## config.mk

```make
export PLATFORM = sky130hd
export DESIGN_NAME = draw_control_flat
export DESIGN_NICKNAME = d
export VERILOG_FILES = /design/src/rtl/draw_pkg.sv /design/src/rtl/draw_control_if.sv /design/src/rtl/draw_req_fifo.sv /design/src/rtl/draw_control.sv /design/src/flat_wrapper.sv
export SDC_FILE = /design/constraint.sdc
export NUM_CORES = 1
export LEC_CHECK = 0
export ABC_AREA = 0
export CORE_ASPECT_RATIO = 1.2
export CORE_UTILIZATION = 55
export DETAILED_ROUTE_END_ITERATION = 8
export PLACE_DENSITY_LB_ADDON = 0.1
export SKIP_LAST_GASP = 1
export SLEW_MARGIN = 25
export SYNTH_ARGS = -nofsm -noshare
export SYNTH_HDL_FRONTEND = slang
export SYNTH_HIERARCHICAL = 1
export SYNTH_SLANG_ARGS = --single-unit
```

## constraint.sdc

```tcl
create_clock -name clock -period 3.4 [get_ports clock]
set_clock_uncertainty 0.2 [all_clocks]
set_input_delay 0.85 -clock clock [delete_from_list [all_inputs] [get_ports clock]]
set_output_delay 0.85 -clock clock [all_outputs]
set_load 0.02 [all_outputs]
```

## src/rtl/draw_pkg.sv

```systemverilog
// Shared types and constants for the tile-draw sequencer: op codes, FSM states
// and the packed request word carried through the FIFO.
package draw_pkg;

  typedef enum logic [1:0] {
    OP_DRAW  = 2'b00,
    OP_ERASE = 2'b01,
    OP_WIN   = 2'b10,
    OP_LOSE  = 2'b11
  } op_e;

  typedef enum logic [2:0] {
    IDLE = 3'd0,
    LOAD = 3'd1,
    ARM  = 3'd2,
    PLOT = 3'd3,
    DONE = 3'd4
  } state_e;

  localparam int TILE_DIM = 16;

  typedef struct packed {
    logic [3:0] x;
    logic [3:0] y;
    op_e        op;
  } req_t;

  localparam int REQ_W = $bits(req_t);

endpackage

```

## src/rtl/draw_control_if.sv

```systemverilog
// Valid/ready request channel from game logic into the draw sequencer.
interface draw_control_if;

  logic       req_valid;
  logic       req_ready;
  logic [3:0] req_x;
  logic [3:0] req_y;
  logic [1:0] req_op;

  modport master (
    output req_valid,
    output req_x,
    output req_y,
    output req_op,
    input  req_ready
  );

  modport slave (
    input  req_valid,
    input  req_x,
    input  req_y,
    input  req_op,
    output req_ready
  );

endinterface

```

## src/rtl/draw_req_fifo.sv

```systemverilog
// Synchronous request FIFO without bypass: a push becomes visible at the head
// one cycle later. Pointers wrap naturally because DEPTH is a power of two.
module draw_req_fifo #(
  parameter int DEPTH = 4,
  parameter int WIDTH = 10
) (
  input  logic             clock,
  input  logic             reset_n,
  input  logic             push,
  input  logic [WIDTH-1:0] push_data,
  input  logic             pop,
  output logic [WIDTH-1:0] head,
  output logic             full,
  output logic             empty
);

  localparam int PTR_W = $clog2(DEPTH);
  localparam int CNT_W = PTR_W + 1;

  logic [WIDTH-1:0] mem_r [DEPTH];
  logic [PTR_W-1:0] wr_ptr_r;
  logic [PTR_W-1:0] rd_ptr_r;
  logic [CNT_W-1:0] count_r;
  logic             push_ok_s;
  logic             pop_ok_s;

  assign full      = (count_r == CNT_W'(DEPTH));
  assign empty     = (count_r == {CNT_W{1'b0}});
  assign push_ok_s = push & ~full;
  assign pop_ok_s  = pop & ~empty;
  assign head      = mem_r[rd_ptr_r];

  // Storage array; left unreset since reads are gated by the occupancy count.
  always_ff @(posedge clock) begin
    if (push_ok_s) begin
      mem_r[wr_ptr_r] <= push_data;
    end
  end

  // Read/write pointers and occupancy count.
  always_ff @(posedge clock or negedge reset_n) begin
    if (!reset_n) begin
      wr_ptr_r <= {PTR_W{1'b0}};
      rd_ptr_r <= {PTR_W{1'b0}};
      count_r  <= {CNT_W{1'b0}};
    end else begin
      if (push_ok_s) begin
        wr_ptr_r <= wr_ptr_r + PTR_W'(1);
      end
      if (pop_ok_s) begin
        rd_ptr_r <= rd_ptr_r + PTR_W'(1);
      end
      case ({push_ok_s, pop_ok_s})
        2'b10:   count_r <= count_r + CNT_W'(1);
        2'b01:   count_r <= count_r - CNT_W'(1);
        default: count_r <= count_r;
      endcase
    end
  end

endmodule

```

## src/rtl/draw_control.sv

```systemverilog
// Tile-draw sequencer: buffers requests and replays each one to the datapath
// as LOAD (coordinate latch), ARM, then PLOT_CYCLES cycles of pixel writes.
module draw_control
  import draw_pkg::*;
#(
  parameter int FIFO_DEPTH  = 4,
  parameter int PLOT_CYCLES = TILE_DIM * TILE_DIM
) (
  input  logic           clock,
  input  logic           reset_n,
  draw_control_if.slave  req,
  output logic [3:0]     x_out,
  output logic [3:0]     y_out,
  output logic           update,
  output logic           draw_game,
  output logic           erase,
  output logic           draw_win,
  output logic           draw_lose,
  output logic           plot,
  output logic           busy,
  output logic           done
);

  localparam int CNT_W = $clog2(PLOT_CYCLES) + 1;
  localparam logic [CNT_W-1:0] CNT_LAST = CNT_W'(PLOT_CYCLES - 1);

  state_e           state_r;
  state_e           state_s;
  logic [CNT_W-1:0] cnt_r;
  req_t             req_r;
  logic             pop_s;
  logic             fifo_full_s;
  logic             fifo_empty_s;
  logic [REQ_W-1:0] fifo_head_s;

  draw_req_fifo #(
    .DEPTH (FIFO_DEPTH),
    .WIDTH (REQ_W)
  ) u_fifo (
    .clock     (clock),
    .reset_n   (reset_n),
    .push      (req.req_valid),
    .push_data ({req.req_x, req.req_y, req.req_op}),
    .pop       (pop_s),
    .head      (fifo_head_s),
    .full      (fifo_full_s),
    .empty     (fifo_empty_s)
  );

  assign req.req_ready = ~fifo_full_s;

  // Next-state logic; the FIFO head is popped exactly when entering LOAD.
  always_comb begin
    state_s = state_r;
    pop_s   = 1'b0;
    case (state_r)
      IDLE: begin
        if (!fifo_empty_s) begin
          state_s = LOAD;
          pop_s   = 1'b1;
        end else begin
          state_s = IDLE;
        end
      end
      LOAD: state_s = ARM;
      ARM:  state_s = PLOT;
      PLOT: begin
        if (cnt_r == CNT_LAST) begin
          state_s = DONE;
        end else begin
          state_s = PLOT;
        end
      end
      DONE: begin
        if (!fifo_empty_s) begin
          state_s = LOAD;
          pop_s   = 1'b1;
        end else begin
          state_s = IDLE;
        end
      end
      default: state_s = IDLE;
    endcase
  end

  // State register.
  always_ff @(posedge clock or negedge reset_n) begin
    if (!reset_n) begin
      state_r <= IDLE;
    end else begin
      state_r <= state_s;
    end
  end

  // Request register, reloaded on every pop.
  always_ff @(posedge clock or negedge reset_n) begin
    if (!reset_n) begin
      req_r <= req_t'({REQ_W{1'b0}});
    end else if (pop_s) begin
      req_r <= req_t'(fifo_head_s);
    end else begin
      req_r <= req_r;
    end
  end

  // Plot counter: cleared in ARM so PLOT starts at 0, saturates at the last pixel.
  always_ff @(posedge clock or negedge reset_n) begin
    if (!reset_n) begin
      cnt_r <= {CNT_W{1'b0}};
    end else if (state_r == ARM) begin
      cnt_r <= {CNT_W{1'b0}};
    end else if ((state_r == PLOT) && (cnt_r != CNT_LAST)) begin
      cnt_r <= cnt_r + CNT_W'(1);
    end else begin
      cnt_r <= cnt_r;
    end
  end

  // Output decode from registered state and request only.
  always_comb begin
    update    = 1'b0;
    draw_game = 1'b0;
    erase     = 1'b0;
    draw_win  = 1'b0;
    draw_lose = 1'b0;
    plot      = 1'b0;
    done      = 1'b0;
    case (state_r)
      LOAD: update = 1'b1;
      ARM, PLOT: begin
        plot = (state_r == PLOT);
        case (req_r.op)
          OP_DRAW:  draw_game = 1'b1;
          OP_ERASE: erase     = 1'b1;
          OP_WIN:   draw_win  = 1'b1;
          OP_LOSE:  draw_lose = 1'b1;
          default:  draw_game = 1'b0;
        endcase
      end
      DONE:    done   = 1'b1;
      default: update = 1'b0;
    endcase
  end

  assign busy  = (state_r != IDLE) | ~fifo_empty_s;
  assign x_out = req_r.x;
  assign y_out = req_r.y;

endmodule
```

## src/flat_wrapper.sv

```systemverilog
// flat-port wrapper written by rule: the top's interface ports become plain ports
module draw_control_flat import draw_pkg::*;
#(
  parameter int FIFO_DEPTH  = 4,
  parameter int PLOT_CYCLES = TILE_DIM * TILE_DIM
)
  (clock, reset_n, x_out, y_out, update, draw_game, erase, draw_win, draw_lose, plot, busy, done, req_req_valid, req_req_x, req_req_y, req_req_op, req_req_ready);
  draw_control_if req_i ();
  input  logic clock;
  input  logic reset_n;
  output logic [3:0] x_out;
  output logic [3:0] y_out;
  output logic update;
  output logic draw_game;
  output logic erase;
  output logic draw_win;
  output logic draw_lose;
  output logic plot;
  output logic busy;
  output logic done;
  input wire logic [$bits(req_i.req_valid)-1:0] req_req_valid;
  input wire logic [$bits(req_i.req_x)-1:0] req_req_x;
  input wire logic [$bits(req_i.req_y)-1:0] req_req_y;
  input wire logic [$bits(req_i.req_op)-1:0] req_req_op;
  output wire logic [$bits(req_i.req_ready)-1:0] req_req_ready;
  assign req_i.req_valid = req_req_valid;
  assign req_i.req_x = req_req_x;
  assign req_i.req_y = req_req_y;
  assign req_i.req_op = req_req_op;
  assign req_req_ready = req_i.req_ready;
  draw_control #(.FIFO_DEPTH(FIFO_DEPTH), .PLOT_CYCLES(PLOT_CYCLES)) u_core (.clock(clock), .reset_n(reset_n), .req(req_i), .x_out(x_out), .y_out(y_out), .update(update), .draw_game(draw_game), .erase(erase), .draw_win(draw_win), .draw_lose(draw_lose), .plot(plot), .busy(busy), .done(done));
endmodule
```

==> metrics.cfg <==
[routing]
drt-pass1-iter-count=4
first_iter_violations=68
route.detailed.drc=0
drtAntennaViolNets=0
wl_per_cell_um=17.2
via_count=1604
wl_um=4880
vias_per_cell=5.65

[global_route]
grt_max_degree=30
grt_pass1_vias=1626
antenna_found_initial=0
grt-busiest-layer=met2
grt_usage_pct=20.2
met2_usage_pct=33.9
grtUsageMet3_pct=5.36
grt_pass1_wl_um=7780
grt_use_met1_pct=23.7
grt_remaining_overflow=0

[synthesis]
ys_seq_elements=69
yosys.area.top_type_share_pct=40.7
synthArstFlopShare_pct=42.0
ys_seq_area_share_pct=65.3
syn_area_sq_um=2950
synth.largest_area_cell=edfxtp_1
yosys_warnings=6
synth_top_flop_cell=edfxtp_1
synth.avg_cell_area_sq_um=15.5
synth_cells=190
synth-edff-count=40
syn-num-nets=211
synth_cell_type_count=40
yosys-top-cells-area=edfxtp_1, dfrtp_1, mux4_2

[cts]
path_clk_slew_ps=70
cts_buffers=9
tritoncts=built
h-tree-depth=3
post_cts_buffers=0
insertion_delay_ps=330
cts_sinks=69
clockRootBuffer=clkbuf_8
postCtsHoldBufs=0
ctsLongestPathBuffers=2
cts_resized=0

[die]
rows=28
die_w_um=68.9
die_y_um=82.2
die_area_sq_um=5660
design.core.area_sq_um=5040
pin_count=30
initial_utilization_pct=58.5

[finish]
nNetsFinal=240
finalCoreUtilization_pct=69.6
area_delta_synth_final_pct=19.0
n_antenna_cell=0
drive_gt1_share_pct=20.5
mostFrequentLayoutCell=edfxtp_1
final_cell_mix=edfxtp_1, clkdlybuf4s50_1, dfrtp_1

[timing]
tns_ps=0
rsz0062_at_grt=false
fin_crit_ps=3030
holdWs_ps=291
period_share_pct=89.2
worst_pin_slew_ps=720
maxSlewViolCount=0
setup-violations-final=0
hold_violations=0
slew_headroom_pct=52.0
fmaxAchievable_ghz=0.330

[critical_path]
worst_setup_path_start_kind=flop
path_class=flop to primary output
critPathArrivalTime_ps=1980
reg2reg_to=u_core/cnt_r[6]
end_kind=primary output
rrSetupSlack_ps=740
crit_required_ps=2350
reg2regPathDepth=7
worst-path-max-fanout=7
reg2reg_from=u_core/cnt_r[0]

[place]
numPortBuffers=29
dp_hpwl_um=3200
gp_congestion=0.765

[pwr]
power.leakage_uw=0.00132
powerDensity_nw_per_um2=633
ir_drop_uv=628

[worst_hold_path]
min_from=u_core/cnt_r[8]
whs_path_depth=1
min_path_type=flop to flop
worstHoldEndpoint=u_core/cnt_r[8]

[flow_run]
maxCapViolCount=0

[outcome]
status=finished clean

cell usage after synthesis, types with 2 or more instances:
library cell and number:
clkbuf_1 2, dfrtp_1 29, mux2_2 10, edfxtp_1 40
a21oi_1 5, mux4_2 10, xor2_1 3, o21ai_0 5
nand3_1 6, xnor2_1 3, inv_1 11, o31ai_1 2
buf_2 2, nor3_1 4, mux2i_1 2, or4_1 2
nand2_1 5, and3_1 3, buf_4 8, nor2_1 4
nor3b_1 2, or3_1 3, and2_1 3, ha_1 7
and3_2 4
power by group:
group / internal, uW / switching (uW) / leakage [uW]
logic: 129 / 154 / 0.000490
registers: 1030 / 55.7 / 0.000701
clock network: 559 / 298 / 0.000131
total: 1710 / 508 / 0.00132
through the flow:
stage	cells	power, uW	setup WS (ps)	area (sq um)
3_5_place_dp	268	1390	539	3250
3_3_place_gp	268	1360	634	3250
2_1_floorplan	190	1270	998	2950
6_report	284	2220	366	3510
4_1_cts	284	2250	355	3510
5_1_grt	284	2310	220	3510
worst max-delay path by stage:
| stage | cells after the start | to | slack, ps | startpoint |
|---|---|---|---|---|
| finish | 3 | draw_game | 370 | u_core/state_r[1] |
| global route | 3 | draw_game | 220 | u_core/state_r[1] |
| CTS | 3 | draw_game | 350 | u_core/state_r[1] |
| detailed placement | 9 | u_core/u_fifo/count_r[2] | 540 | req_req_valid |
| global placement | 9 | u_core/u_fifo/count_r[2] | 630 | req_req_valid |
| floorplan | 10 | u_core/u_fifo/count_r[2] | 1000 | u_core/u_fifo/count_r[0] |
critical path, cell delays in order (launching register included):
cell and delay (ps):
dfrtp_1 450, nor2b_1 350, nor3b_1 220, clkdlybuf4s50_1 630
logic make-up after synthesis:
family / count (synthesis) / synth area share (%)
flops: 69 / 65.3
compound gates: 14 / 2.84
fa+ha+maj: 8 / 3.65
buf+inv: 24 / 4.20
xor+xnor: 6 / 1.78
mux: 23 / 12.6
simple gates: 46 / 9.59
state kept, by name, indices dropped and copies added, names as in the netlist:
signal / flops
u_core/x_out: 4
u_core/cnt_r: 9
u_core/u_fifo/count_r: 3
u_core/u_fifo/mem_r: 40
u_core/u_fifo/rd_ptr_r: 2
u_core/u_fifo/wr_ptr_r: 2
u_core/req_r: 2
u_core/state_r: 3
u_core/y_out: 4
final cells by class:
class                           count  area, sq um
Timing Repair Buffer               31          305
Inverter                           11         41.3
Clock buffer                        9          124
Fill cell                         347         1540
Clock inverter                      7          138
Tap cell                           60         75.1
Sequential cell                    69         1930
Multi-Input combinational cell     97          900
routing by layer:
| layer | routed length [um] | part of all wire [%] |
|---|---|---|
| met1 | 2030 | 42 |
| met2 | 2640 | 54 |
| met5 | 0 | 0 |
| met3 | 145 | 3.0 |
| met4 | 64 | 1.3 |
Note: power is estimated with default switching activity, not from simulation.
